**config.mk**
```make
export PLATFORM = sky130hd
export DESIGN_NAME = eth_phy_10g_tx_gearbox_flat
export DESIGN_NICKNAME = d
export VERILOG_FILES = /design/src/rtl/eth_phy_10g_pkg.sv /design/src/rtl/eth_phy_10g_tx_gearbox_if.sv /design/src/rtl/eth_phy_10g_tx_gearbox.sv /design/src/flat_wrapper.sv
export SDC_FILE = /design/constraint.sdc
export NUM_CORES = 1
export LEC_CHECK = 0
export BUFFER_PORTS_ARGS = -buffer_cell sky130_fd_sc_hd__buf_2
export CAP_MARGIN = 5
export CORE_MARGIN = 5
export CORE_UTILIZATION = 63
export DETAILED_ROUTE_END_ITERATION = 10
export PLACE_DENSITY = 0.87
export SLEW_MARGIN = 15
export SYNTH_ARGS = -nofsm -noshare
export SYNTH_HDL_FRONTEND = slang
export SYNTH_SLANG_ARGS = --single-unit
```
**constraint.sdc**
```tcl
create_clock -name clk -period 7.51 [get_ports clk]
set_input_delay 0.751 -clock clk [delete_from_list [all_inputs] [get_ports clk]]
set_output_delay 0.751 -clock clk [all_outputs]
set_load 0.01 [all_outputs]
```
**src/rtl/eth_phy_10g_pkg.sv**
```systemverilog
// Shared definitions for the 10GBASE-R PHY blocks: TX gearbox, RX frame aligner and PCS.
// Contents:
//   DATA_WIDTH / HDR_WIDTH / FRAME_WIDTH  payload, sync-header and 66b block widths
//   SEQ_LEN                               gearbox sequence length (32 blocks -> 33 words)
//   SYNC_DATA / SYNC_CTRL                 legal sync-header values
//   gb_phase_t                            gearbox cycle type (accept a block or drain)
//   sync_hdr_invalid()                    flags the two illegal header codes
package eth_phy_10g_pkg;

    localparam int DATA_WIDTH  = 64;
    localparam int HDR_WIDTH   = 2;
    localparam int FRAME_WIDTH = DATA_WIDTH + HDR_WIDTH;
    localparam int SEQ_LEN     = 33;

    localparam logic [HDR_WIDTH-1:0] SYNC_DATA = 2'b01;
    localparam logic [HDR_WIDTH-1:0] SYNC_CTRL = 2'b10;

    typedef enum logic {
        GB_ACCEPT = 1'b0,
        GB_PAUSE  = 1'b1
    } gb_phase_t;

    // 2'b00 and 2'b11 carry no transition and are not valid sync headers.
    function automatic logic sync_hdr_invalid(input logic [HDR_WIDTH-1:0] hdr);
        return hdr[0] ~^ hdr[1];
    endfunction

endpackage

```
**src/rtl/eth_phy_10g_tx_gearbox_if.sv**
```systemverilog
// Bundle between the TX PCS encoder/scrambler, the 66b->64b gearbox and the SerDes.
// Signals:
//   i_tx_data, i_tx_hdr   66b block from the encoder (payload + sync header)
//   o_tx_ready            block consumed this cycle when 1
//   o_serdes_tx_data      64b SerDes word, bit 0 transmitted first
//   o_serdes_tx_valid     SerDes word holds gearbox output
//   o_tx_hdr_err          one-cycle pulse for an illegal consumed header
// Modports: master = block source / SerDes sink side, slave = gearbox.
interface eth_phy_10g_tx_gearbox_if;
    import eth_phy_10g_pkg::*;

    logic [DATA_WIDTH-1:0] i_tx_data;
    logic [HDR_WIDTH-1:0]  i_tx_hdr;
    logic                  o_tx_ready;
    logic [DATA_WIDTH-1:0] o_serdes_tx_data;
    logic                  o_serdes_tx_valid;
    logic                  o_tx_hdr_err;

    modport master (
        output i_tx_data,
        output i_tx_hdr,
        input  o_tx_ready,
        input  o_serdes_tx_data,
        input  o_serdes_tx_valid,
        input  o_tx_hdr_err
    );

    modport slave (
        input  i_tx_data,
        input  i_tx_hdr,
        output o_tx_ready,
        output o_serdes_tx_data,
        output o_serdes_tx_valid,
        output o_tx_hdr_err
    );

endinterface

```
**src/rtl/eth_phy_10g_tx_gearbox.sv**
```systemverilog
// 10GBASE-R transmit gearbox: packs one 66b block per cycle (header first, LSB first)
// into a continuous stream of 64b SerDes words. Every 33rd cycle the source is held off
// and the 64 bits accumulated over the previous 32 blocks are emitted as a whole word.
// Ports:
//   clk   single rising-edge clock
//   rst   synchronous active-low reset (0 = in reset)
//   bus   eth_phy_10g_tx_gearbox_if.slave (block input, ready, SerDes output, header error)
module eth_phy_10g_tx_gearbox
    import eth_phy_10g_pkg::*;
(
    input  logic                         clk,
    input  logic                         rst,
    eth_phy_10g_tx_gearbox_if.slave      bus
);

    localparam int SEQ_CNT_W = 6;
    localparam int FILL_W    = 7;
    localparam int WIN_WIDTH = DATA_WIDTH + FRAME_WIDTH;
    localparam logic [SEQ_CNT_W-1:0] SEQ_LAST = SEQ_CNT_W'(SEQ_LEN - 1);

    logic [SEQ_CNT_W-1:0]   seq_cnt;
    logic [DATA_WIDTH-1:0]  buffer;
    logic [FILL_W-1:0]      fill;
    logic [FRAME_WIDTH-1:0] frame;
    logic [WIN_WIDTH-1:0]   window;
    gb_phase_t              phase;

    logic [DATA_WIDTH-1:0]  word_p1;
    logic                   vld_p1;
    logic                   hdr_err_p1;

    // Each block adds 66 bits and each word removes 64, so the residue grows by
    // exactly 2 bits per accepted block.
    assign fill  = {seq_cnt, 1'b0};
    assign frame = {bus.i_tx_data, bus.i_tx_hdr};

    // Residue bits above fill are always zero, so a plain OR merges the new block.
    assign window = {{FRAME_WIDTH{1'b0}}, buffer} | (WIN_WIDTH'(frame) << fill);

    // fill never exceeds 62 on an accept, so the top two window bits stay zero.
    logic unused_window_msbs;
    assign unused_window_msbs = ^window[WIN_WIDTH-1:2*DATA_WIDTH];

    always_comb begin
        phase = GB_ACCEPT;
        if (seq_cnt == SEQ_LAST) begin
            phase = GB_PAUSE;
        end
    end

    assign bus.o_tx_ready = rst && (phase == GB_ACCEPT);

    // Stage p1: registered SerDes word, valid and header error
    always_ff @(posedge clk) begin
        if (!rst) begin
            seq_cnt    <= '0;
            buffer     <= '0;
            word_p1    <= '0;
            vld_p1     <= 1'b0;
            hdr_err_p1 <= 1'b0;
        end else if (phase == GB_PAUSE) begin
            word_p1    <= buffer;
            buffer     <= '0;
            seq_cnt    <= '0;
            hdr_err_p1 <= 1'b0;
        end else begin
            word_p1    <= window[DATA_WIDTH-1:0];
            buffer     <= window[2*DATA_WIDTH-1:DATA_WIDTH];
            seq_cnt    <= seq_cnt + 1'b1;
            vld_p1     <= 1'b1;
            hdr_err_p1 <= sync_hdr_invalid(bus.i_tx_hdr);
        end
    end

    assign bus.o_serdes_tx_data  = word_p1;
    assign bus.o_serdes_tx_valid = vld_p1;
    assign bus.o_tx_hdr_err      = hdr_err_p1;

endmodule
```
**src/flat_wrapper.sv**
```systemverilog
// flat-port wrapper written by rule: the top's interface ports become plain ports
module eth_phy_10g_tx_gearbox_flat import eth_phy_10g_pkg::*;
  (clk, rst, bus_i_tx_data, bus_i_tx_hdr, bus_o_tx_ready, bus_o_serdes_tx_data, bus_o_serdes_tx_valid, bus_o_tx_hdr_err);
  eth_phy_10g_tx_gearbox_if bus_i ();
  input  logic clk;
  input  logic rst;
  input wire logic [$bits(bus_i.i_tx_data)-1:0] bus_i_tx_data;
  input wire logic [$bits(bus_i.i_tx_hdr)-1:0] bus_i_tx_hdr;
  output wire logic [$bits(bus_i.o_tx_ready)-1:0] bus_o_tx_ready;
  output wire logic [$bits(bus_i.o_serdes_tx_data)-1:0] bus_o_serdes_tx_data;
  output wire logic [$bits(bus_i.o_serdes_tx_valid)-1:0] bus_o_serdes_tx_valid;
  output wire logic [$bits(bus_i.o_tx_hdr_err)-1:0] bus_o_tx_hdr_err;
  assign bus_i.i_tx_data = bus_i_tx_data;
  assign bus_i.i_tx_hdr = bus_i_tx_hdr;
  assign bus_o_tx_ready = bus_i.o_tx_ready;
  assign bus_o_serdes_tx_data = bus_i.o_serdes_tx_data;
  assign bus_o_serdes_tx_valid = bus_i.o_serdes_tx_valid;
  assign bus_o_tx_hdr_err = bus_i.o_tx_hdr_err;
  eth_phy_10g_tx_gearbox u_core (.clk(clk), .rst(rst), .bus(bus_i));
endmodule
```
## After elaboration in Yosys (flattened, before gate mapping)

Cells that the tools add are included.
W data, S select, Z words.

| word-level totals | value |
|---|---|
| register bits after elaboration | 136 |
| bits in writable memories | 0 |
| bits in latches | 0 |
| output and inout port bits | 67 |
| bits in read-only memories | 0 |
| memories | 0 |
| logic and storage cells | 16 |
| input bits | 68 |

| cells by class | value |
|---|---|
| shift operators | 1 |
| reductions and logical operators | 2 |
| equality and inequality tests | 1 |
| $mul | 0 |
| $lt $le $gt $ge | 0 |
| add/sub/neg operators | 1 |
| bitwise logic cells | 4 |
| div/mod/pow operators | 0 |
| multiplexer cells | 2 |

Operator list:

| kind | number |
|---|---|
| $or A64 B128 Y128 | 1 |
| $shl A66 B7 Y128 | 1 |
| $mux W64 | 1 |
| $add A6 B1 Y6 const B | 1 |
| $eq A6 B6 Y1 const B | 1 |
| $not A1 Y1 | 2 |
| $reduce_or A2 Y1 | 1 |
| $logic_and A1 B1 Y1 | 1 |
| $mux W1 | 1 |
| $xnor A1 B1 Y1 | 1 |

## Depth between registers and ports, before layout

| logic depth | value |
|---|---|
| depth after elaboration | 4 |
| mapped depth | 13 |

## Least setup slack after synthesis

No wires, ideal clock.

| timing | value |
|---|---|
| kind | reg-to-output |
| start | register u_core.seq_cnt[1] |
| end | output bus_o_tx_ready |
| arrival | 2026 ps |
| path buffers | 6 |
| cell stages (with the launch flop) | 11 |
| slack | 4733 ps |
| cell sequence | dfxtp_1 > buf_6 > buf_12 > buf_12 > buf_2 > buf_2 > inv_1 > ha_1 > a31o_2 > inv_1 > clkbuf_1 |

| on the way | value |
|---|---|
| word-level cells in the longest chain between the ends | 4 |

Ends and longest elaborated chain:

| element | RTL line | text |
|---|---|---|
| start, declared | eth_phy_10g_tx_gearbox.sv:21 | `logic [SEQ_CNT_W-1:0] seq_cnt;` |
| start signal, assigned | eth_phy_10g_tx_gearbox.sv:69 | `seq_cnt <= seq_cnt + 1'b1;` |
| $eq A6 B6 Y1 | eth_phy_10g_tx_gearbox.sv:46 | `if (seq_cnt == SEQ_LAST) begin` |
| $mux W1 | eth_phy_10g_tx_gearbox.sv:46 |  |
| $not A1 Y1 | eth_phy_10g_tx_gearbox.sv:51 | `assign bus.o_tx_ready = rst && (phase == GB_ACCEPT);` |
| $logic_and A1 B1 Y1 | eth_phy_10g_tx_gearbox.sv:51 |  |
| end, declared | flat_wrapper.sv:9 | `output wire logic [$bits(bus_i.o_tx_ready)-1:0] bus_o_tx_ready;` |

No other way between the ends.

## Worst setup path in the final report

| timing | value |
|---|---|
| start | register u_core.seq_cnt[0] |
| end | output bus_o_tx_ready |

Same word-level chain as after synthesis.

==> results.ini <==
[outcome]
status=finished, final reports clean

[cts]
post_cts_buffers=0
cts.repair.resized=0
cts_hold_buf=0
h-tree-depth=4
clock_latency_ns=0.43
path_clk_slew_ns=0.07
cts_root_buf=clkbuf_16
clockBufferDepth=2
cts_buffers=17
clock_sinks=136
cts_tree=done

[pwr]
ir_drop_v=0.000137
p_switching_mw=0.832
power_mw=2.34
seqPwrFrac_pct=34.5
intPower_mw=1.51
power_density_nw_per_um2=222
switching_share_pct=35.5
clockPowerShare_pct=35.7
cellLeakagePower_nw=4.13
power_frac_comb_pct=29.9

[worst_setup_path]
path_cells=inv_1 > ha_1 > a31o_2 > inv_1 > buf_2
crit_required_ns=6.76
worstSetupPathType=register to output port
arrival_ns=3.22
critPathLaunchType=register
crit_fanout=42
crit_top_cell=inv_1
r2r-start=u_core.seq_cnt[0]
end_kind=output port
r2r_slack_ns=3.68
path_delay_family=buffers and inverters
crit_slowest_cell=dfxtp_4
max_stage_delay_ns=0.75
cp_num_buf_inv=3
critPathLaunch=u_core.seq_cnt[0]

[yosys]
synth_most_common_cell=dfxtp_1
yosysWarnings=0
synth_area_per_cell_um2=9.51
yosys.area.top_type=dfxtp_1
netlist.area_leader.share_pct=28.9
synth_edf_count=0
async_reset_ff_share_pct=0
yosysUniqueCellTypes=69
synth.area.top_cells=dfxtp_1 (29%), mux4_2 (15%), mux2i_1 (6.3%)
synth_commonest_cells=dfxtp_1 (136), nand2_1 (98), nor2_1 (89)
synthFlopType=dfxtp_1
syn_inst=991
ys_seq_area_share_pct=28.9
synth_seq_cells=136
synth_nets=1061
syn_area_um2=9430

[timing]
fin_tns_setup_ns=0
fin_crit_sh_pct=52.9
min_period_ns=3.97
hold_viol=0
slew_violations=0
rsz0062_at_grt=no
clock.fmax_ghz=0.252
worst_slew_pin_slew_ns=1.15
setup_viol=0
fin_worst_skew_ns=0.0113
holdWs_ns=0.429
slew_headroom_pct=23.5

[floorplan]
ios=135
fp.coreArea_um2=14600
initial_core_util_pct=64.6
rows=44
die_area_um2=17500
die_x_um=132
dieHeight_um=132

[final_layout]
fin_util_pct=72.3
final_cell_count_no_fill=1265
drive_gt1_share_pct=28.5
layout.nets=1138
fillers=1101
seqCellArea_um2=2740
area_growth_pct=11.9
multi_input_area_um2=6180
insertedDiodeCount=0

[global_route]
track_usage_pct=42.0
grt_antenna_before_repair=0
gr-total-overflow=0
grt_pass1_wl_um=56500
grt_max_degree=70
grt_pass1_vias=8884

[placed_design]
dp_hpwl_um=27500
dp_cells=1233
finalWeightedCongestion=1.06
io_buffers=134

[detailed_routing]
vias=9651
remaining_drc_errors=0
drtIter0Drc=1891
wl_per_cell_um=29.9
firstDrtPassIters=6
wirelength_um=37800
drtAntennaViolNets=0
viasPerCell=7.63

[run]
cap_violations=0

[worst_hold_path]
hold_path_class=register to register
hold_start=u_core.buffer[55]

[metrics by stage]
step | worst slack [ns] | area (um^2)
3_5_place_dp | 3.87 | 9970
6_report | 3.54 | 10500
2_1_floorplan | 4.73 | 9430
3_3_place_gp | 3.89 | 9970
5_1_grt | 3.50 | 10500
4_1_cts | 3.64 | 10500
[final timing paths]
path	endpoint	depth (start not counted)
worst min-delay path	u_core.bus.o_serdes_tx_data[55]	2
worst max register to register	u_core.buffer[63]	7
worst min register to register	u_core.bus.o_serdes_tx_data[55]	2
worst max-delay path	bus_o_tx_ready	5
[state kept, by name, indices dropped and copies added, names as in the netlist]
name                          cells
u_core.buffer                    64
u_core.bus.o_serdes_tx_data      64
u_core.seq_cnt                    6
u_core.bus.o_serdes_tx_valid      1
u_core.bus.o_tx_hdr_err           1
[routing by layer]
metal	global-route usage, %	vias to the layer above	share of wire, %
met2	59.7	1079	42
met1	58.7	4425	36
met3	12.8	175	17
met4	19.4	0	5.3
met5	0	-	0
li1	-	3972	-
[kinds of logic after synthesis]
logic type	after synthesis	share of synthesized area, %
compound gates	282	20.5
simple gates	278	13.1
mux	185	31.2
flops	136	28.9
buf+inv	103	5.62
xor+xnor	5	0.465
fa+ha+maj	2	0.265
[power groups by stage]
stage	sequential [mW]	clock, mW	combinational, mW
after floorplan	0.824	0	0.425
after global placement	0.820	0	0.655
after detailed placement	0.822	0	0.658
after CTS	0.807	0.829	0.663
after global routing	0.814	0.863	0.717
final	0.807	0.835	0.699
[worst min-delay path, cell delays in order, from the launching register on]
cell,delay (ns)
dfxtp_1,0.30
nand2_1,0.04
o21ai_0,0.05
[cell usage in the layout (no fill, tap or decap), types with 5 or more instances in the layout]
cell type  count
dfxtp_1      131
a2bb2oi_1      5
mux4_1        12
nor3_1        11
clkbuf_16     17
mux2_2        45
mux4_2        64
or3_1          5
and3_1         5
a21o_1        12
o21a_1        14
buf_2        134
nand2b_1       5
o221ai_1      16
o211ai_1      17
inv_1         11
a21oi_1       60
and2_1         8
o32ai_1        6
a22o_1         6
a211oi_1       7
nor2b_1        7
nor2_1        88
a31oi_1       22
mux2i_1       59
o21ai_0       41
buf_4         14
nand3_1       32
nand2_1       98
o22ai_1       14
a22oi_1       16
o2bb2ai_1      5
a221oi_1       5
a32oi_1        5
[layout make-up]
class / instances / area share, %
Inverter: 13 / 0.463
Timing Repair Buffer: 148 / 7.35
Clock buffer: 17 / 4.03
Multi-Input combinational cell: 752 / 58.5
Tap cell: 184 / 2.18
Clock inverter: 15 / 1.48
Sequential cell: 136 / 25.9
Note: power is estimated with default switching activity, not from simulation.
